### src/rtl/level_menu_select.sv
// ============================================================================
// Module      : level_menu_select
// Description : Menu-screen level chooser and unlock tracker feeding the level
//               manager. Optional idle auto-confirm under MENU_AUTOSTART_EN.
// Revision    : 1.0 - initial release
// ============================================================================
`default_nettype none

module level_menu_select #(
   parameter int NUM_LEVELS     = 4,
   parameter int START_UNLOCKED = 0,
   parameter int AUTOSTART_SEC  = 10
) (
   input  logic       clk,
   input  logic       resetN,
   input  logic       menu_screen,
   input  logic       key_up,
   input  logic       key_down,
   input  logic       key_enter,
   input  logic       one_sec,
   input  logic       level_comp,
   output logic [1:0] lvl_selected,
   output logic       menu_comp,
   output logic [1:0] cursor,
   output logic [1:0] max_unlocked
);

   localparam logic [1:0] ST_IDLE   = 2'd0;
   localparam logic [1:0] ST_ARM    = 2'd1;
   localparam logic [1:0] ST_BROWSE = 2'd2;
   localparam logic [1:0] ST_DONE   = 2'd3;

   localparam logic [1:0] TOP_LEVEL   = 2'(NUM_LEVELS - 1);
   localparam logic [1:0] RESET_UNLCK = 2'(START_UNLOCKED);

   logic [1:0] state;
   logic       up_prev;
   logic       down_prev;
   logic       enter_prev;
   logic       up_edge;
   logic       down_edge;
   logic       enter_edge;
   logic       any_edge;
   logic       keys_idle;
   logic       auto_fire;

   assign up_edge    = key_up    & ~up_prev;
   assign down_edge  = key_down  & ~down_prev;
   assign enter_edge = key_enter & ~enter_prev;
   assign any_edge   = up_edge | down_edge | enter_edge;
   assign keys_idle  = ~(key_up | key_down | key_enter);

`ifdef MENU_AUTOSTART_EN
   localparam logic [3:0] AUTO_LAST = 4'(AUTOSTART_SEC - 1);

   logic [3:0] idle_sec;

   // Fires on the strobe that brings the idle count up to the threshold.
   assign auto_fire = one_sec & ~any_edge & (idle_sec == AUTO_LAST);

   always_ff @(posedge clk or negedge resetN) begin
      if (!resetN) begin
         idle_sec <= 4'd0;
      end else if (state != ST_BROWSE || any_edge) begin
         idle_sec <= 4'd0;
      end else if (one_sec && idle_sec != 4'hF) begin
         idle_sec <= idle_sec + 4'd1;
      end
   end
`else
   logic unused_one_sec;
   assign unused_one_sec = one_sec;
   assign auto_fire      = 1'b0;
`endif

   always_ff @(posedge clk or negedge resetN) begin
      if (!resetN) begin
         state        <= ST_ARM;
         cursor       <= 2'd0;
         lvl_selected <= 2'd0;
         menu_comp    <= 1'b0;
         max_unlocked <= RESET_UNLCK;
         up_prev      <= 1'b0;
         down_prev    <= 1'b0;
         enter_prev   <= 1'b0;
      end else begin
         up_prev    <= key_up;
         down_prev  <= key_down;
         enter_prev <= key_enter;
         menu_comp  <= 1'b0;

         if (level_comp && lvl_selected == max_unlocked && max_unlocked != TOP_LEVEL) begin
            max_unlocked <= max_unlocked + 2'd1;
         end

         case (state)
            ST_IDLE: begin
               if (menu_screen) begin
                  cursor <= lvl_selected;
                  state  <= ST_ARM;
               end
            end
            // Keys still held from gameplay must be released before browsing.
            ST_ARM: begin
               if (!menu_screen) begin
                  state <= ST_IDLE;
               end else if (keys_idle) begin
                  state <= ST_BROWSE;
               end
            end
            ST_BROWSE: begin
               if (!menu_screen) begin
                  state <= ST_IDLE;
               end else if (enter_edge || auto_fire) begin
                  lvl_selected <= cursor;
                  menu_comp    <= 1'b1;
                  state        <= ST_DONE;
               end else if (up_edge && down_edge) begin
                  cursor <= cursor;
               end else if (up_edge) begin
                  cursor <= (cursor == max_unlocked) ? 2'd0 : cursor + 2'd1;
               end else if (down_edge) begin
                  cursor <= (cursor == 2'd0) ? max_unlocked : cursor - 2'd1;
               end
            end
            ST_DONE: begin
               if (!menu_screen) begin
                  state <= ST_IDLE;
               end
            end
            default: state <= ST_IDLE;
         endcase
      end
   end

endmodule

`default_nettype wire
### config.mk
export PLATFORM = sky130hd
export DESIGN_NAME = level_menu_select
export DESIGN_NICKNAME = d
export VERILOG_FILES = /design/src/rtl/level_menu_select.sv
export SDC_FILE = /design/constraint.sdc
export NUM_CORES = 1
export LEC_CHECK = 0
export ABC_CLOCK_PERIOD_IN_PS = 1400
export CORE_MARGIN = 2
export CORE_UTILIZATION = 40
export DETAILED_ROUTE_END_ITERATION = 10
export PLACE_DENSITY = 0.69
export SKIP_CTS_REPAIR_TIMING = 1
export SLEW_MARGIN = 30
export SYNTH_ARGS = -nofsm -noshare
export SYNTH_HDL_FRONTEND = slang
export SYNTH_SLANG_ARGS = --single-unit
### constraint.sdc
create_clock -name clk -period 1.4 [get_ports clk]
set_input_delay 0.14 -clock clk [delete_from_list [all_inputs] [get_ports clk]]
set_output_delay 0.14 -clock clk [all_outputs]
set_load 0.01 [all_outputs]
==> results of run 1 <==
through the flow:
step | worst slack [ps] | power (uW)
floorplan | 21.0 | 442
global placement | -11.4 | 511
detailed placement | -25.4 | 515
CTS | -87.1 | 796
global route | 1.76 | 824
finish | 57.0 | 780
worst min-delay path by stage:
stage	slack, ps	endpoint	from
floorplan	-160	cursor[0]	resetN
global placement	400	state[1]	resetN
detailed placement	400	state[1]	resetN
CTS	100	max_unlocked[0]	resetN
global route	110	max_unlocked[0]	resetN
finish	100	state[1]	resetN
area by class of cell:
cell class / instances / area share [%]
timing repair buffer: 22 / 23.0
tap: 16 / 2.19
sequential: 12 / 33.5
inverter: 4 / 1.64
clock buffer: 4 / 3.96
multi-input combinational: 45 / 35.8
cells in the final DEF (no fill, tap or decap), drive strengths merged, types with 3 or more instances in the layout:
| cell | synthesis | final |
|---|---|---|
| dfrtp | 11 | 11 |
| inv | 4 | 4 |
| xor2 | 4 | 4 |
| nand2 | 3 | 3 |
| nand2b | 4 | 4 |
| nor2 | 5 | 5 |
| clkdlybuf4s50 | 0 | 8 |
| mux2i | 3 | 3 |
| o21ai | 5 | 5 |
| a21oi | 4 | 4 |
| dlymetal6s2s | 0 | 5 |
| clkbuf | 0 | 4 |
| buf | 0 | 9 |
| ha | 3 | 3 |
cell families (layout without fill, tap and decap cells):
logic type | after synthesis | after routing | synth area share, %
XOR/XNOR | 5 | 5 | 6.88
adder cells (fa/ha/maj) | 3 | 3 | 5.89
flip-flops | 12 | 12 | 47.3
AND/OR/NAND/NOR | 18 | 18 | 15.3
buffers and inverters | 4 | 30 | 2.36
AO/OA/AOI/OAI | 16 | 16 | 17.5
multiplexers | 3 | 3 | 4.72
flip-flops by register name (all words and copies together) (netlist names):
name / count
max_unlocked: 2
menu_comp: 1
enter_prev: 1
state: 2
up_prev: 1
lvl_selected: 2
down_prev: 1
cursor: 2
Yosys cell counts, types with 3 or more instances:
| library cell | number |
|---|---|
| mux2i_1 | 3 |
| o21ai_0 | 5 |
| inv_1 | 4 |
| a21oi_1 | 3 |
| dfrtp_1 | 11 |
| ha_1 | 3 |
| xor2_1 | 4 |
| nor2_1 | 5 |
| nand2b_1 | 4 |
| nand2_1 | 3 |
report_power, final:
part	internal [uW]	switching (uW)
sequential	362	8.21
clock	158	117
combinational	73.8	61.9
total	594	187
routing by layer:
layer	GRT usage [%]	wire, um	vias up
met5	0	0	-
li1	-	-	264
met2	23.2	597	13
met4	10.9	21	0
met3	2.50	58	4
met1	19.3	585	244
==> impl_metrics.tcl, run 1 <==
set metrics [dict create \
    ys_seq_elements 12 \
    ys.flop_type "dfrtp_1" \
    synth_top_cell_by_area "dfrtp_1" \
    period_minus_slack_ps 1340 \
    max_freq_mhz 745 \
    min_path_type "in2async" \
    pin_count 15 \
    final-seq-area_um2 307 \
    outcome "finished clean" \
    firstDrtPassIters 4 \
    die_w_um 43.9 \
    ir_drop_mv 0.603 \
    grt_pass1_wl_um 2090 \
    critPathKind "reg2reg" \
    finalSetupViolations 0 \
    final_cells 103 \
    crit_path_end_kind "register" \
    cp_top_family "flip-flops" \
    drive_above_1_share_pct 27.6 \
    grt_pass1_vias 487 \
    dpl.hpwl_um 1010 \
    grt_overflow 0 \
    grt_max_degree 8 \
    r2r_end "cursor[1]" \
    post_synth.cell_area_avg_um2 10.4 \
    clk_pin_slew_worst_paths_ps 70 \
    routedWlPerCell_um 12.2 \
    crit_fanout 4 \
    hold_ws_ps 98.3 \
    ff2ff_path_depth 6 \
    ant_nets 0 \
    drc 0 \
    row_count 14 \
    finClkSkew_ps 0.404 \
    period_share_pct 95.9 \
    fin_tns_setup_ps 0 \
    synth_area_leaders "dfrtp_1, ha_1, xor2_1, mux2i_1, dfstp_2" \
    antenna_found_initial 0 \
    die_h_um 43.9 \
    utilization_pct 60.8 \
    finalMaxSlewViolations 0 \
    placed_cells 98 \
    routabilityCongestion 0.792 \
    dpl_cell_area_um2 856 \
    startpoint "cursor[0]" \
    rsz0062_at_grt "no" \
    synthesis.area_um2 637 \
    grt_usage_pct 15.2 \
    multi_input_area_um2 328 \
    tritoncts "yes" \
    cp_slowest_cell "dfrtp_2" \
    cap_violations 0 \
    start_util_pct 42.3 \
    cp-start-kind "register" \
    ys_types 26 \
    finalInstanceArea_um2 916 \
    cp_num_buf_inv 1 \
    htree_levels 1 \
    p_leak_uw 0.000458 \
    endpoint "cursor[1]" \
    r2r-start "cursor[0]" \
    worstPathArrival_ps 1500 \
    cp_slowest_stage_delay_ps 410 \
    finalWirelength_um 1260 \
    path_cells "inv_2 > ha_2 > mux2i_1 > o21ai_0 > o22ai_1 > mux2i_1" \
    cts_buffers 3 \
    synthCells 61 \
    cts_buffer_depth 2 \
    vias_per_cell 5.10 \
    ys_async_sr_fraction_pct 100 \
    core-area_um2 1510 \
    diodes 0 \
    clockRootBuffer "clkbuf_4" \
    syn_to_final_growth_pct 43.8 \
    path_common_cell "mux2i_1" \
    yosysWarnings 0 \
    drt_iter0_drc 5 \
    clkSinkCount 12 \
    slew_headroom_pct 68.2 \
    fp.dieArea_um2 1930 \
    worst_slew_pin_slew_ps 470 \
    synth.top_cell.area_share_pct 43.2 \
    vias 525 \
    rrSetupSlack_ps 60 \
    insertion_delay_ps 270 \
    fin_nets 99 \
    synth_nets 72 \
    fillCellCount 126 \
    crit_cells 6 \
    portBuffers 13 \
    synth_edf_count 0 \
    critical_path_required_ps 1560 \
    yosysSeqAreaShare_pct 47.3 \
    power_density_nw_per_um2 852 \
    timing_hold_violations_final 0 \
]
No activity file was read; power rests on OpenSTA's default activity.
==> inputs of run 2 (changes only) <==
- CTS_CLUSTER_SIZE: not set -> 30
==> results of run 2 <==
Same layout as run 1: the final DEF is identical, and so are final timing and power.
